### config.mk
export PLATFORM = sky130hd
export DESIGN_NAME = tt_um_fifo
export DESIGN_NICKNAME = d
export VERILOG_FILES = /design/src/rtl/tt_um_fifo.sv
export SDC_FILE = /design/constraint.sdc
export NUM_CORES = 1
export LEC_CHECK = 0
export CAP_MARGIN = 25
export CORE_ASPECT_RATIO = 0.6
export CORE_UTILIZATION = 63
export DETAILED_ROUTE_END_ITERATION = 7
export GPL_TIMING_DRIVEN = 1
export HOLD_SLACK_MARGIN = 0.12
export PLACE_DENSITY = 0.9
export SYNTH_ARGS = -nofsm -noshare
export SYNTH_HDL_FRONTEND = slang
export SYNTH_SLANG_ARGS = --single-unit
export TNS_END_PERCENT = 20
### constraint.sdc
create_clock -name clk -period 5.08 [get_ports clk]
set_input_delay 1.016 -clock clk [delete_from_list [all_inputs] [get_ports clk]]
set_output_delay 1.016 -clock clk [all_outputs]
set_load 0.02 [all_outputs]
### src/rtl/tt_um_fifo.sv
`default_nettype none
// ============================================================================
// tt_um_fifo : 8-bit x 16-entry synchronous FIFO packaged as a TinyTapeout tile
// Rev 1.0
// ============================================================================
module tt_um_fifo #(
  parameter int DEPTH    = 16,
  parameter int AW       = 4,
  parameter int AF_LEVEL = 14,
  parameter int AE_LEVEL = 2
) (
  input  logic [7:0] ui_in,
  output logic [7:0] uo_out,
  input  logic [7:0] uio_in,
  output logic [7:0] uio_out,
  output logic [7:0] uio_oe,
  input  logic       ena,
  input  logic       clk,
  input  logic       rst_n
);

  localparam logic [AW:0] FULL_CNT = (AW + 1)'(DEPTH);
  localparam logic [AW:0] AF_CNT   = (AW + 1)'(AF_LEVEL);
  localparam logic [AW:0] AE_CNT   = (AW + 1)'(AE_LEVEL);

  logic [7:0]    mem [DEPTH];
  logic [AW-1:0] wptr;
  logic [AW-1:0] rptr;
  logic [AW:0]   count;
  logic [7:0]    rd_data;
  logic          overflow;
  logic          underflow;

  logic wr_en;
  logic rd_en;
  logic full;
  logic empty;
  logic almost_full;
  logic almost_empty;
  logic rd_acc;
  logic wr_acc;
  logic unused_ok;

  assign wr_en     = uio_in[0];
  assign rd_en     = uio_in[1];
  assign unused_ok = &{1'b0, uio_in[7:2]};

  assign full         = (count == FULL_CNT);
  assign empty        = (count == '0);
  assign almost_full  = (count >= AF_CNT);
  assign almost_empty = (count <= AE_CNT);

  // A write into a full FIFO is still accepted when a read frees a slot the same edge.
  assign rd_acc = ena & rd_en & ~empty;
  assign wr_acc = ena & wr_en & (~full | rd_acc);

  always_ff @(posedge clk or negedge rst_n) begin
    if (!rst_n) begin
      wptr      <= '0;
      rptr      <= '0;
      count     <= '0;
      rd_data   <= '0;
      overflow  <= 1'b0;
      underflow <= 1'b0;
    end else begin
      if (wr_acc) begin
        wptr <= wptr + 1'b1;
      end
      if (rd_acc) begin
        rptr    <= rptr + 1'b1;
        rd_data <= mem[rptr];
      end
      if (wr_acc && !rd_acc) begin
        count <= count + 1'b1;
      end else if (rd_acc && !wr_acc) begin
        count <= count - 1'b1;
      end
      if (ena && wr_en && !wr_acc) begin
        overflow <= 1'b1;
      end
      if (ena && rd_en && empty) begin
        underflow <= 1'b1;
      end
    end
  end

  always_ff @(posedge clk) begin
    if (wr_acc) begin
      mem[wptr] <= ui_in;
    end
  end

  assign uo_out  = rd_data;
  assign uio_out = {underflow, overflow, almost_empty, almost_full, empty, full, 2'b00};
  assign uio_oe  = 8'b1111_1100;

endmodule
`default_nettype wire

## After elaboration in Yosys (flattened, before gate mapping)

Memories as Yosys holds them, arrays and structs flattened. A register that Yosys moved wholly into a read port is not among the register bits.
Cells that the tools add are included.

| storage, ports and cells | value |
|---|---|
| flip-flop bits (word level) | 15 |
| output and inout bits | 24 |
| memories kept | 1 |
| word-level logic and storage cells | 35 |
| input bits | 19 |
| bits in writable memories | 128 |

Memories:

| name | depth | bits a word | rd ports | clocked after memory_dff | wr ports | line | source |
|---|---|---|---|---|---|---|---|
| mem | 16 | 8 | 1 | 1 | 1 | 26 | `logic [7:0] mem [DEPTH];` |

| operators by class | value |
|---|---|
| eq/ne operators | 1 |
| multiplexer cells | 4 |
| order comparisons | 2 |
| reduce and logical (&&, ||, !) cells | 11 |
| add/subtract/negate cells | 4 |
| bitwise operators | 7 |

Operators by type and width:

| cell | number |
|---|---|
| $mux 5 | 2 |
| $add 4x1->4 const B | 2 |
| $logic_and 1x1->1 | 6 |
| $add 5x1->5 const B | 1 |
| $eq 5x5->1 const B | 1 |
| $ge 5x4->1 const B | 1 |
| $le 5x2->1 const B | 1 |
| $logic_not 5->1 | 1 |
| $sub 5x1->5 const B | 1 |
| $and 1x1->1 | 4 |
| $logic_not 1->1 | 3 |
| $mux 1 | 2 |
| $not 1->1 | 2 |
| $reduce_bool 2->1 | 1 |
| $or 1x1->1 | 1 |

## Logic depth before layout (Yosys ltp)

| depth | value |
|---|---|
| word-level depth | 9 |
| depth in mapped cells | 10 |
| gate-level depth less buffers | 9 |

## Least setup slack after synthesis

OpenSTA, ideal clock, no wires.

| path | value |
|---|---|
| path kind | input -> register |
| from | input uio_in[1] |
| to | register count[4] |
| arrival | 2.752 ns |
| path slack | 2.248 ns |
| required time | 5.000 ns |
| stages | 9 |
| path buffers | 1 |
| library setup time | 0.080 ns |
| cell sequence | o311a_1 -> buf_2 -> ha_1 -> inv_1 -> ha_1 -> a21o_1 -> a21oi_1 -> mux2i_1 -> xnor2_1 |

| between the ends | value |
|---|---|
| longest elaborated chain between the ends | 7 |
| elaborated cells between the ends (all ways) | 10 |
| classes of those cells | 1 x mux; 4 x bitwise; 5 x reduce/logical |

RTL lines:

| what | line | source |
|---|---|---|
| from (decl) | 14 | `input logic [7:0] uio_in,` |
| $and 1x1->1 (*) (2 in a row) | 54 | `assign rd_acc = ena & rd_en & ~empty;` |
| $or 1x1->1 (*) | 55 | `assign wr_acc = ena & wr_en & (~full \| rd_acc);` |
| $and 1x1->1 (*) | 55 |  |
| via wr_acc | 41 | `logic wr_acc;` |
| $logic_not 1->1 | 75 | `end else if (rd_acc && !wr_acc) begin` |
| $logic_and 1x1->1 | 75 |  |
| $reduce_bool 2->1 (no source line) | - |  |
| to (signal assigned) | 74 | `count <= count + 1'b1;` |
| to (signal assigned) | 76 | `count <= count - 1'b1;` |
| to (decl) | 29 | `logic [AW:0] count;` |

Mark *: on every way through the listed nets, which the timed path passes. The rest lies on a longest branch.
A chain may end at the register's enable or synchronous reset.

## Worst setup path in the final report

| path | value |
|---|---|
| from | input ena |
| to | register count[4] |

| between the ends | value |
|---|---|
| longest elaborated chain between the ends | 7 |
| elaborated cells between the ends (all ways) | 11 |
| classes of those cells | 1 x mux; 5 x bitwise; 5 x reduce/logical |

RTL lines:

| what | line | source |
|---|---|---|
| from (decl) | 17 | `input logic ena,` |
| $and 1x1->1 (2 in a row) | 54 |  |
| $or 1x1->1 | 55 |  |
| $and 1x1->1 | 55 |  |
| $logic_not 1->1 | 75 |  |
| $logic_and 1x1->1 | 75 |  |
| $reduce_bool 2->1 (no source line) | - |  |

Several ways; a longest one is shown, not always the timed one.

==> key figures <==
Synthesis
  – Largest family of logic cells by synthesized area: multiplexers
  – Seq/Total Area, Yosys: 70.6%
  – Synth Instances: 337
  – Synthesis-stage register bit count: 151
  – Synth unique cells: 37
  – Post-synth EDFFs: 128
  – Avg Synthesized Cell Area: 18.6 um2
  – Post-synth ARST share: 15.2%
  – Post-synthesis xor/xnor area fraction: 1.40%
  – Mux share of post-synthesis cell area: 13.8%
  – Top cells by count, synth: 128 x edfxtp_1, 24 x mux4_2, 23 x dfrtp_1
  – Yosys warns: 0
  – Top-count cell post-synth: edfxtp_1
  – Yosys top cell area share: 61.4%
  – Post-synthesis cell area: 6260 um2
  – Synth Area in Adders: 2.12%
  – Synth area leaders: edfxtp_1 61%, dfrtp_1 9.2%, mux4_2 8.6%, mux4_1 3.4%, buf_4 2.2%
  – Yosys top cell by area: edfxtp_1
  – Main synth FF type: edfxtp_1
  – Post-Synth Simple-Gate Area: 3.40%
  – Compound-Gate Fraction of Synth Area: 4.50%

Floorplanning
  – FP Rows: 27
  – Die area: 10,400 um2
  – DIE HEIGHT: 79.2 um
  – Core footprint: 9390 um2
  – Io pins: 43
  – Chip width: 131 um
  – Initial core utilization: 66.6%

Clock tree
  – TritonCTS buffer count: 17
  – Post-CTS setup buffer count: 0
  – CTS tree: built
  – Clk slew on worst S/H paths: 0.06 ns
  – CTS Root Cell: clkbuf_16
  – CTS Sinks: 151
  – Cts hold-fix bufs: 0
  – Post-CTS resize count: 0
  – Clk buf depth: 2
  – CTS H-Tree Depth: 4
  – Clk_lat worst skew: 0.42 ns

Worst setup path
  – Nature of the critical path startpoint: input port
  – CP cell instances: clkdlybuf4s50_1 > o311a_1 > ha_1 > inv_1 > fa_1 > a21o_1 > a21oi_1 > mux2i_1 > xnor2_1
  – Crit path DAT: 3.60 ns
  – Worst R2R Path Depth: 10
  – Critical Path End Type: flip-flop
  – Setup Crit Path Kind: input port to flip-flop
  – Worst setup path startpoint: ena
  – Worst Path Buf+Inv: 2
  – Family with the most delay on the worst path: compound AO/OA/AOI/OAI gates
  – Max FO, Critical Path: 9
  – Worst Path Required: 5.41 ns
  – Worst r2r dst: count[4]
  – Reg2reg start: count[1]
  – Critical path's largest stage delay: 0.56 ns
  – Worst reg-to-reg setup slack: 2.05 ns
  – CP max-delay cell: clkdlybuf4s50_1

Route
  – Drt pass-1 iters: 5
  – Mean number of vias per cell: 6.18
  – Vias: 3,141
  – Initial DRC Count: 327
  – # DRC: 0
  – Avg WL per Cell: 23.2 um
  – Drt total wl: 11,800 um
  – Post-route ant nets: 0

Timing
  – Final worst slack: 1.81 ns
  – FMAX: 306 MHz
  – Fin crit share: 64.3%
  – Layout Skew: 0.00949 ns
  – Fin Hold WS: 0.465 ns
  – Worst-Margin Slew: 0.956 ns
  – Max-slew violations: 0
  – Setup violators final: 0
  – Relative slew slack: 36.1%
  – Setup_tns: 0 ns
  – RSZ-0062 raised after global routing: no
  – Min cycle time layout: 3.27 ns
  – Hold Fails Final Rpt: 0

Global route
  – Vias in the first global route: 3,067
  – Largest net degree at the start of global routing: 28
  – Grt ovf: 0
  – GR Util All Layers: 25.9%
  – First-pass GRT wire length: 18,000 um
  – Initial antenna violation count: 0

Place
  – Place WS: 1.40 ns
  – Final Wtd Congestion: 0.708
  – Dpl cells: 475
  – Detailed placement HPWL: 7210 um
  – IO Port Bufs: 26

Pwr
  – Switching share of power: 29.9%
  – Switching power: 1.21 mW
  – Power Density: 563 nW/um2
  – P_int: 2.83 mW
  – Comb pwr share: 25.3%
  – Clk network pwr share: 32.2%
  – Final total power: 4.04 mW
  – Seq pwr share: 42.5%
  – Leakage Power: 2.52 nW
  – Peak VDD IR: 304 uV

Finish
  – Final Net Count: 394
  – Finished Layout Cells: 508
  – Share of post-route cells with drive strength above 1: 19.6%
  – FF+latch area: 4420 um2
  – Fillers: 542
  – Multi-input logic area: 1620 um2
  – Area delta synth->final: 14.6%
  – Antenna Cells: 0

Worst hold path
  – Hold Path Origin: underflow
  – Hold Path End: underflow
  – Hold-critical path depth: 1
  – Worst hold path type: flip-flop to flip-flop

Run
  – Max cap viols: 0

Run status
  – Status: completed
[worst max path at each step]
stage | to | slack [ns] | depth (start not counted)
final | count[4] | 1.81 | 9
after CTS | uio_out[3] | 1.80 | 3
after global routing | count[4] | 1.68 | 9
after global placement | count[4] | 1.54 | 9
after floorplan | count[4] | 2.25 | 9
after detailed placement | count[4] | 1.40 | 9
[placed cells by master (no fill, tap or decap), types with 2 or more instances in the layout]
cell / netlist / final
clkinv_4: 0 / 5
o21ai_0: 2 / 2
dfrtp_1: 23 / 22
nand2b_1: 3 / 3
inv_1: 4 / 4
inv_6: 0 / 3
mux2i_1: 9 / 9
mux4_2: 24 / 24
conb_1: 2 / 10
mux2_2: 2 / 2
a21oi_1: 10 / 10
clkdlybuf4s50_1: 0 / 26
mux4_1: 8 / 8
clkbuf_16: 0 / 17
nand2_1: 7 / 7
bufinv_16: 0 / 3
a22o_1: 8 / 8
xor2_1: 3 / 3
inv_8: 0 / 2
buf_4: 18 / 9
ha_1: 9 / 9
clkinv_2: 0 / 2
xnor2_1: 7 / 7
a21o_1: 2 / 2
nor2b_1: 8 / 8
nor3_1: 6 / 6
nor2_1: 17 / 17
a211o_1: 8 / 8
a31o_2: 3 / 3
edfxtp_1: 128 / 128
[area by class of cell]
class | instances | area share (%)
multi-input combinational | 155 | 22.5
sequential | 151 | 61.6
timing repair buffer | 36 | 4.78
clock buffer | 17 | 5.93
clock inverter | 15 | 2.69
tap | 130 | 2.27
inverter | 4 | 0.209
[worst register-to-register path, cell delays in order (launching register included)]
cell      delay [ns]
dfrtp_1         0.44
or3_1           0.48
o311ai_2        0.24
buf_4           0.31
ha_1            0.21
inv_1           0.11
fa_1            0.42
a21o_1          0.19
a21oi_1         0.17
mux2i_1         0.23
xnor2_1         0.14
[cells by family (layout without fill, tap and decap cells)]
| family | count (synthesis) | in the layout |
|---|---|---|
| compound gates | 37 | 37 |
| xor+xnor | 10 | 10 |
| fa+ha+maj | 10 | 10 |
| buf+inv | 39 | 72 |
| flops | 151 | 151 |
| mux | 43 | 43 |
| other cells | 2 | 10 |
| simple gates | 45 | 45 |
[per-stage QoR]
step,cell area [um2],util (%)
6_report,7170,76.4
3_5_place_dp,6550,69.7
3_3_place_gp,6530,69.6
5_1_grt,7170,76.4
2_1_floorplan,6290,-
4_1_cts,7170,76.3
[flip-flops by register name, indices dropped and copies added, names as in the netlist]
name and cells:
overflow 1, wptr 4, count 5, uo_out 8, rptr 4, mem 128, underflow 1
[routing by layer]
layer / global-route usage (%) / vias to the layer above / wire, um
li1: - / 1368 / -
met1: 36.8 / 1625 / 5100
met2: 38.9 / 141 / 5650
met3: 9.16 / 7 / 999
met4: 6.09 / 0 / 61
met5: 0 / - / 0
[power groups by stage]
stage               Clock (mW)  Sequential [mW]  Combinational [mW]
floorplan                    0             1.62               0.881
global placement             0             1.72               0.982
detailed placement           0             1.74                1.01
CTS                       1.32             1.71                1.03
global route              1.37             1.74                1.11
finish                    1.30             1.71                1.02
Power figures use the tool's default switching activity.
